## src/rtl/comparator_pkg.sv

```systemverilog
// Shared opcode encodings for the compare stage and the decoder that drives op.
// Optional signed compare is enabled elsewhere via COMPARATOR_SIGNED_EN.
package comparator_pkg;

  localparam int unsigned OP_W = 3;

  localparam logic [OP_W-1:0] OP_EQ = 3'b000;
  localparam logic [OP_W-1:0] OP_GE = 3'b001;
  localparam logic [OP_W-1:0] OP_LE = 3'b010;
  localparam logic [OP_W-1:0] OP_GT = 3'b011;
  localparam logic [OP_W-1:0] OP_LT = 3'b100;
  localparam logic [OP_W-1:0] OP_NE = 3'b101;

  // Reserved opcodes (110/111) fall to the default and report false.
  function automatic logic op_select(
    input logic [OP_W-1:0] op,
    input logic            eq,
    input logic            lt,
    input logic            gt
  );
    logic res;
    res = 1'b0;
    case (op)
      OP_EQ:   res = eq;
      OP_GE:   res = eq | gt;
      OP_LE:   res = eq | lt;
      OP_GT:   res = gt;
      OP_LT:   res = lt;
      OP_NE:   res = ~eq;
      default: res = 1'b0;
    endcase
    return res;
  endfunction

endpackage

```

## src/rtl/comparator_core.sv

```systemverilog
// Combinational magnitude/equality compare of a and b under opcode op.
// COMPARATOR_SIGNED_EN adds signed_mode for two's-complement ordering.
module comparator_core
  import comparator_pkg::*;
#(
  parameter int unsigned WIDTH = 32
) (
  input  logic [WIDTH-1:0] a,
  input  logic [WIDTH-1:0] b,
  input  logic [OP_W-1:0]  op,
`ifdef COMPARATOR_SIGNED_EN
  input  logic             signed_mode,
`endif
  output logic             result
);

  logic [WIDTH-1:0] a_ord;
  logic [WIDTH-1:0] b_ord;
  logic             eq;
  logic             lt;
  logic             gt;

  // Inverting both sign bits maps two's-complement order onto unsigned order,
  // so one unsigned comparator serves both modes.
  always_comb begin
    a_ord = a;
    b_ord = b;
`ifdef COMPARATOR_SIGNED_EN
    if (signed_mode) begin
      a_ord[WIDTH-1] = ~a[WIDTH-1];
      b_ord[WIDTH-1] = ~b[WIDTH-1];
    end
`endif
  end

  always_comb begin
    eq     = (a == b);
    lt     = (a_ord < b_ord);
    gt     = (a_ord > b_ord);
    result = op_select(op, eq, lt, gt);
  end

endmodule

```

## src/rtl/comparator_unit.sv

```systemverilog
// Registered compare stage: compout is the comparator_core result one clock late.
// Define COMPARATOR_SIGNED_EN to add the signed_mode port.
module comparator_unit
  import comparator_pkg::*;
#(
  parameter int unsigned WIDTH = 32
) (
  input  logic             clk,
  input  logic             rst,
  input  logic [WIDTH-1:0] a,
  input  logic [WIDTH-1:0] b,
  input  logic [OP_W-1:0]  op,
`ifdef COMPARATOR_SIGNED_EN
  input  logic             signed_mode,
`endif
  output logic             compout
);

  logic core_result;
  logic compout_d;
  logic compout_q;

  comparator_core #(
    .WIDTH(WIDTH)
  ) u_core (
    .a          (a),
    .b          (b),
    .op         (op),
`ifdef COMPARATOR_SIGNED_EN
    .signed_mode(signed_mode),
`endif
    .result     (core_result)
  );

  always_comb begin
    compout_d = core_result;
    if (rst) begin
      compout_d = 1'b0;
    end
  end

  always_ff @(posedge clk) begin
    compout_q <= compout_d;
  end

  assign compout = compout_q;

endmodule

```

## config.mk

```make
export PLATFORM = sky130hd
export DESIGN_NAME = comparator_unit
export DESIGN_NICKNAME = d
export VERILOG_FILES = /design/src/rtl/comparator_pkg.sv /design/src/rtl/comparator_core.sv /design/src/rtl/comparator_unit.sv
export SDC_FILE = /design/constraint.sdc
export NUM_CORES = 1
export LEC_CHECK = 0
export CAP_MARGIN = 20
export CORE_MARGIN = 2
export CORE_UTILIZATION = 55
export DETAILED_ROUTE_END_ITERATION = 6
export DONT_BUFFER_PORTS = 1
export PLACE_DENSITY_LB_ADDON = 0.2
export RECOVER_POWER = 50
export SYNTH_ARGS = -nofsm -noshare
export SYNTH_HDL_FRONTEND = slang
export SYNTH_HIERARCHICAL = 1
export SYNTH_SLANG_ARGS = --single-unit
```

## constraint.sdc

```tcl
create_clock -name clk -period 4.5 [get_ports clk]
set_input_delay 0.9 -clock clk [delete_from_list [all_inputs] [get_ports clk]]
set_output_delay 0.9 -clock clk [all_outputs]
set_load 0.05 [all_outputs]
```

==> reports/summary.txt <==
Fill count -> 176
YS warnings -> 6
TNS Setup -> 0 ns
Maximum fanout along the worst path -> 3
Outcome -> finished clean
Crit. path cell count -> 9
Relative slew margins -> 68.2%
Hold Fails Final Rpt -> 0
Power Density -> 86.6 nW/um^2
Synth-to-layout area growth -> 2.23%
Die Width -> 45.6 microns
Register Area -> 20.0 sq um
Vias per cell -> 6.07
First-pass GRT wire length -> 2.81 mm
# setup viols final -> 0
Core Area -> 1670 sq um
RSZ-0062 raised after global routing -> false
Via count -> 856
Worst path max stage delay -> 0.38 ns
Pins over their slew limit -> 0
Crit-path slowest cell -> a2111oi_2
CP Cell Sequence -> inv_1 > ha_1 > a211oi_2 > a211oi_1 > o31ai_1 > o211ai_1 > a2111oi_2 > nand3_1 > nor2b_4
Final Util -> 58.3%
Critical Path End Type -> flip-flop
Hold_buf cts -> 0
Initial antenna violation count -> 0
Drt initial violations -> 3
Synth top area cells -> ha_1, inv_1, nand4_1
Power consumption -> 0.0843 mW
Syn_nets -> 225
Met1 usage -> 17.0%
Pre-antenna DRT Iters -> 4
Crit path max-delay family -> compound AO/OA/AOI/OAI gates
Largest net degree at the start of global routing -> 6
Netlist cell types -> 29
Die Ht -> 45.6 microns
Mean Syn Cell Area -> 7.68 sq um
Routability cong. -> 0.693
Total of max-cap violations -> 0
F_max -> 372 MHz
Synth Instances -> 124
Mapped cell area -> 952 sq um
Routed wire per std cell -> 12.4 microns
Data required, critical path -> 4.39 ns
CP Launch Type -> input pin
Register bit total from synthesis -> 1
Estimated wirelength of the detail-placed design -> 1.73 mm
Top cell type by total area after synthesis -> ha_1
Register area share after synthesis -> 2.10%
Crit path arrival time -> 2.58 ns
Post-cts sizing count -> 0
Post-route antenna net violation count -> 0
Busiest grt layer -> met2
I/O Pins -> 70
Final Cycle Share -> 59.8%
Leakage Power -> 0.548 nW
Slew @ Worst Pin -> 0.477 ns
WL final -> 1.75 mm
Hold Path Depth -> 1
Peak supply drop -> 0.0635 mV
Final net count -> 227
GR Overflow Total -> 0
Routing usage on met2 -> 37.5%
# Post-CTS Setup Buffers -> 0
CP Buf/Inv Count -> 1
Minimum clock period -> 2.69 ns
Starting Density -> 57.0%
Commonest non-fill, non-tap cell in the layout -> inv_1
Setup CP Type -> in2reg
Die ar. -> 2080 sq um
Drt drc -> 0
Vias in the first global route -> 803
Yosys top cell area share -> 42.0%
CTS clk-pin slew, worst paths -> 0 ns
Antenna Cells -> 0
Gr usage total -> 17.2%
Multi-input combinational cell area -> 808 sq um
Largest register FFs -> 1
Port Buffers -> 0
Met3 usage -> 2.38%
Share of cells above drive strength 1 -> 6.45%
Site Rows -> 15
Hold WC Path Type -> in2reg
Most frequent cells in the layout -> inv_1, ha_1, a21oi_1
## cells in the mapped netlist
library cell and n:
a2111o_1 1, a2111oi_0 1, a2111oi_2 1, a211oi_1 5
a211oi_2 1, a21o_1 1, a21oi_1 8, a21oi_2 1
a221o_1 1, dfxtp_1 1, ha_1 32, inv_1 33
nand2_1 6, nand2b_1 2, nand3_1 4, nand4_1 7
nand4_2 1, nand4_4 1, nor2_1 5, nor2b_1 1
nor2b_4 1, nor3_1 2, nor4_2 1, nor4_4 1
o211ai_1 2, o21ai_0 1, o21ai_1 1, o31a_1 1
o31ai_1 1
## per-stage QoR
step                      instance area, sq um  cells  hold WS [ns]  setup slack (ns)
after global routing                       973    141         0.967              1.64
after detailed placement                   973    141         0.966              1.82
after floorplan                            952    124         0.964              1.94
after global placement                     973    141         0.965              1.86
after CTS                                  973    141         0.966              1.82
final                                      973    141         0.967              1.81
## layer usage
layer / part of all wire (%) / wire length [microns] / vias to the layer above
met5: 0 / 0 / -
met4: 0 / 0 / 0
met3: 6.8 / 118 / 0
met2: 55 / 960 / 34
met1: 38 / 667 / 375
li1: - / - / 447
## cells by family (layout without fill, tap and decap cells)
kind of cell,Yosys count,in the layout,share of synthesized area [%]
flip-flops,1,1,2.10
AND/OR/NAND/NOR,32,32,22.6
adder cells (fa/ha/maj),32,32,42.0
buffers and inverters,33,33,13.0
AO/OA/AOI/OAI,26,26,20.2
## report_power, final
| part | switching (mW) | internal (mW) | leakage (nW) |
|---|---|---|---|
| logic | 0.0381 | 0.0337 | 0.540 |
| registers | 0.00274 | 0.00978 | 0.00825 |
| clock network | 0 | 0 | 0 |
## final timing paths
kind,from,end
max,b[18],compout
min,rst,compout
## area by class of cell
| cell class | count | area share, % |
|---|---|---|
| well taps | 17 | 2.19 |
| flip-flops and latches | 1 | 2.06 |
| multi-input cells | 90 | 83.0 |
| inverters | 33 | 12.7 |
Note: power is estimated with default switching activity, not from simulation.
